--- config.mk ---
export PLATFORM = sky130hd
export DESIGN_NAME = netlist_bist_wrapper_flat
export DESIGN_NICKNAME = d
export VERILOG_FILES = /design/src/rtl/netlist_bist_wrapper_if.sv /design/src/rtl/netlist_bist_wrapper.sv /design/src/flat_wrapper.sv
export SDC_FILE = /design/constraint.sdc
export NUM_CORES = 1
export LEC_CHECK = 0
export BUFFER_PORTS_ARGS = -buffer_cell sky130_fd_sc_hd__buf_2
export CORE_ASPECT_RATIO = 0.6
export CORE_MARGIN = 1
export CORE_UTILIZATION = 45
export DETAILED_ROUTE_END_ITERATION = 8
export GPL_TIMING_DRIVEN = 0
export PLACE_DENSITY = 0.7
export REMOVE_ABC_BUFFERS = 1
export SLEW_MARGIN = 20
export SYNTH_ARGS = -nofsm -noshare
export SYNTH_HDL_FRONTEND = slang
export SYNTH_SLANG_ARGS = --single-unit
--- constraint.sdc ---
create_clock -name clk -period 2.2 [get_ports clk]
set_clock_uncertainty 0.2 [all_clocks]
set_input_delay 0.44 -clock clk [delete_from_list [all_inputs] [get_ports clk]]
set_output_delay 0.44 -clock clk [all_outputs]
set_load 0.02 [all_outputs]
--- src/rtl/netlist_bist_wrapper_if.sv ---
// Bus between the BIST wrapper and whoever controls it.
// The controller (master) launches/aborts sessions, supplies the golden
// signature and feeds back the netlist outputs; the wrapper (slave) returns
// patterns and session status.
interface netlist_bist_wrapper_if #(
  parameter int PAT_W  = 14,
  parameter int RESP_W = 8
);
  logic              start;
  logic              abort;
  logic [RESP_W-1:0] golden;
  logic [RESP_W-1:0] resp_in;
  logic [PAT_W-1:0]  pat_out;
  logic              pat_valid;
  logic              busy;
  logic              done;
  logic              pass;
  logic [RESP_W-1:0] signature;

  modport master (
    output start, abort, golden, resp_in,
    input  pat_out, pat_valid, busy, done, pass, signature
  );

  modport slave (
    input  start, abort, golden, resp_in,
    output pat_out, pat_valid, busy, done, pass, signature
  );
endinterface

--- src/rtl/netlist_bist_wrapper.sv ---
// BIST harness around a flattened combinational netlist: a 14-bit LFSR
// drives the netlist inputs, an 8-bit MISR compacts its outputs, and a
// four-state FSM runs a fixed-length session and compares the final
// signature against a golden value.
module netlist_bist_wrapper #(
  parameter int                PAT_W        = 14,
  parameter int                RESP_W       = 8,
  parameter int                NUM_PATTERNS = 1024,
  parameter logic [PAT_W-1:0]  SEED         = 14'h0001,
  parameter logic [RESP_W-1:0] MISR_POLY    = 8'h1D,
  parameter int                RESP_LAT     = 0
) (
  input  logic                   clk,
  input  logic                   rst,
  netlist_bist_wrapper_if.slave  bus
);

  typedef enum logic [1:0] {IDLE, RUN, DRAIN, DONE} state_t;

  // An all-zero seed would lock the LFSR, so it is replaced by 1.
  localparam logic [PAT_W-1:0] SEED_EFF   = (SEED == '0) ? PAT_W'(1) : SEED;
  localparam logic [15:0]      LAST_PAT   = 16'(NUM_PATTERNS - 1);
  localparam logic [15:0]      LAST_DRAIN = (RESP_LAT == 0) ? 16'd0 : 16'(RESP_LAT - 1);

  state_t            state, state_next;
  logic              launch;
  logic [15:0]       count;
  logic [PAT_W-1:0]  pat_q;
  logic              pat_valid_q;
  logic [RESP_W-1:0] misr;
  logic              resp_valid;

  wire               lfsr_fb   = pat_q[PAT_W-1] ^ pat_q[PAT_W-2] ^ pat_q[PAT_W-3] ^ pat_q[1];
  wire [PAT_W-1:0]   lfsr_next = {pat_q[PAT_W-2:0], lfsr_fb};
  wire [RESP_W-1:0]  misr_next = {misr[RESP_W-2:0], 1'b0}
                               ^ (misr[RESP_W-1] ? MISR_POLY : '0)
                               ^ bus.resp_in;

  // State register.
  // NOTE: sequential state uses non-blocking (<=) so every flop samples
  // pre-edge values; blocking here would create order-dependent races.
  always_ff @(posedge clk or posedge rst) begin
    if (rst) state <= IDLE;
    else     state <= state_next;
  end

  // Next-state logic; abort overrides every transition.
  // NOTE: every output of this block gets a default first, otherwise a
  // path that skips an assignment infers a latch.
  always_comb begin
    state_next = state;
    launch     = 1'b0;
    if (bus.abort) begin
      state_next = IDLE;
    end else begin
      unique case (state)
        IDLE, DONE: if (bus.start) begin
          state_next = RUN;
          launch     = 1'b1;
        end
        RUN:   if (count == LAST_PAT) state_next = (RESP_LAT == 0) ? DONE : DRAIN;
        DRAIN: if (count == LAST_DRAIN) state_next = DONE;
        default: state_next = IDLE;
      endcase
    end
  end

  // Pattern generator and shared pattern/drain counter.
  always_ff @(posedge clk or posedge rst) begin
    if (rst) begin
      pat_q       <= '0;
      pat_valid_q <= 1'b0;
      count       <= '0;
    end else if (bus.abort) begin
      pat_valid_q <= 1'b0;
      count       <= '0;
    end else if (launch) begin
      pat_q       <= SEED_EFF;
      pat_valid_q <= 1'b1;
      count       <= '0;
    end else if (state == RUN) begin
      pat_q <= lfsr_next;
      if (count == LAST_PAT) begin
        pat_valid_q <= 1'b0;
        count       <= '0;
      end else begin
        count <= count + 16'd1;
      end
    end else if (state == DRAIN) begin
      count <= count + 16'd1;
    end
  end

  // Response-valid alignment: pat_valid delayed by RESP_LAT stages.
  if (RESP_LAT == 0) begin : g_no_lat
    assign resp_valid = pat_valid_q;
  end else begin : g_lat
    logic [RESP_LAT-1:0] valid_pipe;

    // Shift pat_valid through the delay line; abort flushes it.
    always_ff @(posedge clk or posedge rst) begin
      if (rst)            valid_pipe <= '0;
      else if (bus.abort) valid_pipe <= '0;
      else                valid_pipe <= (valid_pipe << 1) | RESP_LAT'(pat_valid_q);
    end

    assign resp_valid = valid_pipe[RESP_LAT-1];
  end

  // MISR: cleared on launch, compacts aligned responses, frozen otherwise.
  always_ff @(posedge clk or posedge rst) begin
    if (rst)                          misr <= '0;
    else if (launch)                  misr <= '0;
    else if (resp_valid && !bus.abort) misr <= misr_next;
  end

  assign bus.pat_out   = pat_q;
  assign bus.pat_valid = pat_valid_q;
  assign bus.busy      = (state == RUN) || (state == DRAIN);
  assign bus.done      = (state == DONE);
  assign bus.pass      = (state == DONE) && (misr == bus.golden);
  assign bus.signature = misr;

endmodule

--- src/flat_wrapper.sv ---
// flat-port wrapper written by rule: the top's interface ports become plain ports
module netlist_bist_wrapper_flat 
#(
  parameter int                PAT_W        = 14,
  parameter int                RESP_W       = 8,
  parameter int                NUM_PATTERNS = 1024,
  parameter logic [PAT_W-1:0]  SEED         = 14'h0001,
  parameter logic [RESP_W-1:0] MISR_POLY    = 8'h1D,
  parameter int                RESP_LAT     = 0
)
  (clk, rst, bus_start, bus_abort, bus_golden, bus_resp_in, bus_pat_out, bus_pat_valid, bus_busy, bus_done, bus_pass, bus_signature);
  netlist_bist_wrapper_if #(.PAT_W(PAT_W), .RESP_W(RESP_W)) bus_i ();
  input  logic clk;
  input  logic rst;
  input wire logic [$bits(bus_i.start)-1:0] bus_start;
  input wire logic [$bits(bus_i.abort)-1:0] bus_abort;
  input wire logic [$bits(bus_i.golden)-1:0] bus_golden;
  input wire logic [$bits(bus_i.resp_in)-1:0] bus_resp_in;
  output wire logic [$bits(bus_i.pat_out)-1:0] bus_pat_out;
  output wire logic [$bits(bus_i.pat_valid)-1:0] bus_pat_valid;
  output wire logic [$bits(bus_i.busy)-1:0] bus_busy;
  output wire logic [$bits(bus_i.done)-1:0] bus_done;
  output wire logic [$bits(bus_i.pass)-1:0] bus_pass;
  output wire logic [$bits(bus_i.signature)-1:0] bus_signature;
  assign bus_i.start = bus_start;
  assign bus_i.abort = bus_abort;
  assign bus_i.golden = bus_golden;
  assign bus_i.resp_in = bus_resp_in;
  assign bus_pat_out = bus_i.pat_out;
  assign bus_pat_valid = bus_i.pat_valid;
  assign bus_busy = bus_i.busy;
  assign bus_done = bus_i.done;
  assign bus_pass = bus_i.pass;
  assign bus_signature = bus_i.signature;
  netlist_bist_wrapper #(.PAT_W(PAT_W), .RESP_W(RESP_W), .NUM_PATTERNS(NUM_PATTERNS), .SEED(SEED), .MISR_POLY(MISR_POLY), .RESP_LAT(RESP_LAT)) u_core (.clk(clk), .rst(rst), .bus(bus_i));
endmodule
# == Word-level counts from Yosys, hierarchy flattened ==
# Cells that the tools add are included.
# classes
n_reduce_logical,15
bitwise_logic,6
eq_ne,8
n_addsub,1
muxes,22
# op_table
operator,n
$mux 16,5
$mux 14,2
$add 16x1->16 const B,1
$eq 16x10->1 const B,1
$logic_not 16->1,1
$mux 8,2
$xor 8x8->8,2
$eq 8x8->1,1
$mux 2,4
$mux 1,7
$ne 3x2->1 const B,2
$pmux 2 s3,1
$reduce_bool 3->1,2
$mux 5,1
$eq 2x2->1 const B,2
$reduce_and 2->1,2
$reduce_bool 2->1,2
$reduce_bool 4->1,1
$ne 3x3->1 const B,1
$reduce_and 3->1,1
$xor 1x1->1,3
$eq 2x1->1 const B,1
$logic_and 1x1->1,2
$logic_not 2->1,1
4 further kinds,4
# word_totals
regBits,41
out_inout_bits,26

# == Longest topological paths before layout ==
# logic_depth
ltp_word,6
depth_mapped,8

# == Worst setup path before layout ==
# No wires, ideal clock.
# synth_path
path_type,reg2reg
start,register u_core.state[0]
end,register u_core.count[15]
setup_time_ns,0.078
path_slack_ns,-0.093
stages_incl_launch_ff,8
arrival_ns,2.015
cell_sequence,dfrtp_1 inv_1 ha_1 clkbuf_2 a2111oi_2 or4_4 or4_1 a21oi_1
# synth_via
elab_chain_len,6
# synth_rtl
item,line,text
"start, declared",netlist_bist_wrapper.sv:25,"state_t state, state_next;"
"start signal, assigned",netlist_bist_wrapper.sv:44,else state <= state_next;
$eq 2x2->1 / $logic_not 2->1 (equally long branches),netlist_bist_wrapper.sv:56,unique case (state)
$reduce_or 2->1,netlist_bist_wrapper.sv:56,
$mux 1,netlist_bist_wrapper.sv:56,
$mux 1,netlist_bist_wrapper.sv:53,if (bus.abort) begin
$mux 16,netlist_bist_wrapper.sv:77,end else if (launch) begin
$mux 16,netlist_bist_wrapper.sv:74,end else if (bus.abort) begin
"end signal, assigned",netlist_bist_wrapper.sv:87,count <= count + 16'd1;
"end signal, assigned",netlist_bist_wrapper.sv:90,count <= count + 16'd1;
"end, declared",netlist_bist_wrapper.sv:27,logic [15:0] count;
# Parallel ways exist; a longest one is shown, timed or not.
# A chain may end at the register's enable or synchronous reset.

# == Worst setup path after layout ==
# layout_path
start,register u_core.state[1]
end,register u_core.count[15]
# The elaborated chain is that of the path after synthesis.

==> flow_metrics.env <==
export IMPL_cp_start_kind="flop"
export IMPL_syn_to_final_growth_pct=25.76
export IMPL_dp_hpwl_um=3333
export IMPL_num_rows=19
export IMPL_finalMaxSlewViolations=0
export IMPL_failed_checks="negative setup slack"
export IMPL_multi_input_area_um2=1134
export IMPL_final_nets=318
export IMPL_synth_top_family_by_area="simple AND/OR/NAND/NOR gates"
export IMPL_grt_max_degree=30
export IMPL_synth_ff_type="dfrtp_1"
export IMPL_path_max_fanout=7
export IMPL_synth_top_cell_area_share_pct=47.15
export IMPL_fin_ws_ns=-0.03181
export IMPL_ios=46
export IMPL_wl_um=5006
export IMPL_end_kind="flop"
export IMPL_peakVddDrop_mv=0.4308
export IMPL_htree_levels=2
export IMPL_yosys_area_share_simple_pct=21.62
export IMPL_status="finished with violations"
export IMPL_synthAdderAreaFrac_pct=2.875
export IMPL_drc_errors=0
export IMPL_wl_per_cell_um=14.02
export IMPL_cts_buffer_depth=2
export IMPL_antennaDiodeCount=0
export IMPL_placed_cell_area_um2=2457
export IMPL_drt_iter0_drc=181
export IMPL_rsz0062_at_grt="true"
export IMPL_avgSynthCellArea_um2=9.181
export IMPL_place_ws_ns=-0.3887
export IMPL_hold_path_class="in -> reg"
export IMPL_drt_pass1_iterations=4
export IMPL_antenna_found_initial=0
export IMPL_ys_seq_elements=41
export IMPL_hold_path_cell_count=3
export IMPL_maxCapViolCount=0
export IMPL_start_util_pct=47.18
export IMPL_period_share_pct=101.4
export IMPL_ff2ff_path_depth=6
export IMPL_synth_area_leader_cell="dfrtp_1"
export IMPL_yosysSeqAreaShare_pct=47.15
export IMPL_setup_violations=1
export IMPL_viasPerCell=5.403
export IMPL_yosys_top_cells_count="nand2_1, dfrtp_1, xnor2_1, a21oi_1, nor2_1"
export IMPL_regArea_um2=1028
export IMPL_die_w_um=91.77
export IMPL_synth_edff_count=0
export IMPL_synth_most_common_cell="nand2_1"
export IMPL_leakage_uw=0.001233
export IMPL_max_slew_margin_pct=62.99
export IMPL_antenna_left=0
export IMPL_core_area_um2=4612
export IMPL_tightest_slew_ns=0.5545
export IMPL_startpoint="u_core.state[1]$_DFFE_PP0P_"
export IMPL_critPathArrivalTime_ns=2.25
export IMPL_fillers=416
export IMPL_clkSinkCount=41
export IMPL_total_power_uw=2849
export IMPL_synth_compound_area_share_pct=11.96
export IMPL_criticalPathCategory="reg -> reg"
export IMPL_grt_pass1_vias=1652
export IMPL_fin_setup_tns_ns=-0.03181
export IMPL_synthArstFlopShare_pct=100.0
export IMPL_via_count=1929
export IMPL_numPortBuffers=45
export IMPL_numCtsBuffers=5
export IMPL_layout_drive_gt1_share_pct=26.87
export IMPL_gp_congestion=0.8206
export IMPL_die_area_um2=5126
export IMPL_fin_crit_ns=2.232
export IMPL_cts_root_buf="clkbuf_8"
export IMPL_die_y_um=55.86
export IMPL_min_from="bus_resp_in[0]"
export IMPL_cts_tree="done"
export IMPL_hold_violations=0
export IMPL_clk_latency_ns=0.29
export IMPL_powerDensity_nw_per_um2=1041
export IMPL_track_usage_pct=20.32
export IMPL_synth_area_top_cells="dfrtp_1, xnor2_1, nand2_1"
export IMPL_synthXorXnorAreaFrac_pct=12.88
export IMPL_crit_required_ns=2.22
export IMPL_grt_pass1_wl_um=8100
export IMPL_netlist_instances=237
export IMPL_yosysWarnings=0
export IMPL_r2r_start="u_core.state[1]$_DFFE_PP0P_"
export IMPL_fin_area_um2=2736
export IMPL_synth_cell_type_count=35
export IMPL_fmax_mhz=448.1
export IMPL_muxShareOfSynthArea_pct=0
export IMPL_grt_overflow=0
export IMPL_synth_area_um2=2176
export IMPL_path_clk_slew_ns=0.08
==> power breakdown <==
group          internal [µW]  switching [µW]
clock                    284             253
sequential               896             154
combinational            543             721
total                   1720            1130
==> cell families after synthesis <==
logic type	Yosys count
xor+xnor	32
compound gates	43
fa+ha+maj	5
flops	41
simple gates	97
buf+inv	19
==> cell type report <==
type	count	area share (%)
inverter	9	1.235
tap	63	2.881
sequential	41	37.59
clock buffer	7	3.521
multi-input combinational	177	41.43
timing repair buffer	59	13.17
clock inverter	1	0.1829
==> path summary, 6_finish.rpt <==
check                      slack [ns]                             endpoint
max                             -0.03         u_core.count[15]$_DFFE_PP0P_
min                              0.23  u_core.bus.signature[0]$_DFFE_PP0P_
max reg2reg                     -0.03         u_core.count[15]$_DFFE_PP0P_
min reg2reg                      0.32    u_core.bus.pat_out[0]$_DFFE_PP0P_
max in group asynchronous        0.91          u_core.state[1]$_DFFE_PP0P_
min in group asynchronous        0.43          u_core.count[9]$_DFFE_PP0P_
==> registers in the layout (all words and copies together), names as in the netlist <==
signal / count
u_core.count: 16
u_core.bus.pat_valid: 1
u_core.bus.pat_out: 14
u_core.state: 2
u_core.bus.signature: 8
==> stage by stage <==
stage | utilization [%] | hold slack [ns] | std cells
floorplan | - | 0.3031 | 227
global placement | 52.85 | 0.3033 | 335
detailed placement | 53.28 | 0.2089 | 336
CTS | 58.17 | 0.2264 | 353
global route | 59.33 | 0.2353 | 357
finish | 59.33 | 0.2340 | 357
==> per-layer routing <==
| layer | up-vias | GRT usage, % | share of wire, % |
|---|---|---|---|
| met1 | 916 | 31.90 | 51 |
| li1 | 936 | - | - |
| met5 | - | 0 | 0 |
| met2 | 72 | 27.28 | 41 |
| met3 | 5 | 4.372 | 6.8 |
| met4 | 0 | 7.366 | 1.1 |
==> critical path, cell delays in order, from the launching register on <==
cell and delay [ns]:
dfrtp_2 0.45, inv_1 0.14, ha_4 0.20, a2111oi_4 0.07, or4_4 0.48, or4_1 0.48
a21oi_1 0.15
==> timing repair <==
action / CTS / global route
setup buffers: 8 / 4
hold buffers: 1 / 0
pin swaps: 5 / 3
endpoints found under the setup margin: 17 / 28
endpoints found under the hold margin: 12 / 0
resized for setup: 10 / 5
==> cells in the final DEF (no fill, tap or decap), types with 7 or more instances in the layout <==
cell and count:
nand2_1 45, buf_2 44, dfrtp_1 39, xnor2_1 21, a21oi_1 19, o21ai_0 12
nor2_1 12, buf_4 12, xor2_1 11, nand4_1 10, inv_1 7, clkbuf_8 7
Note: power is estimated with default switching activity, not from simulation.
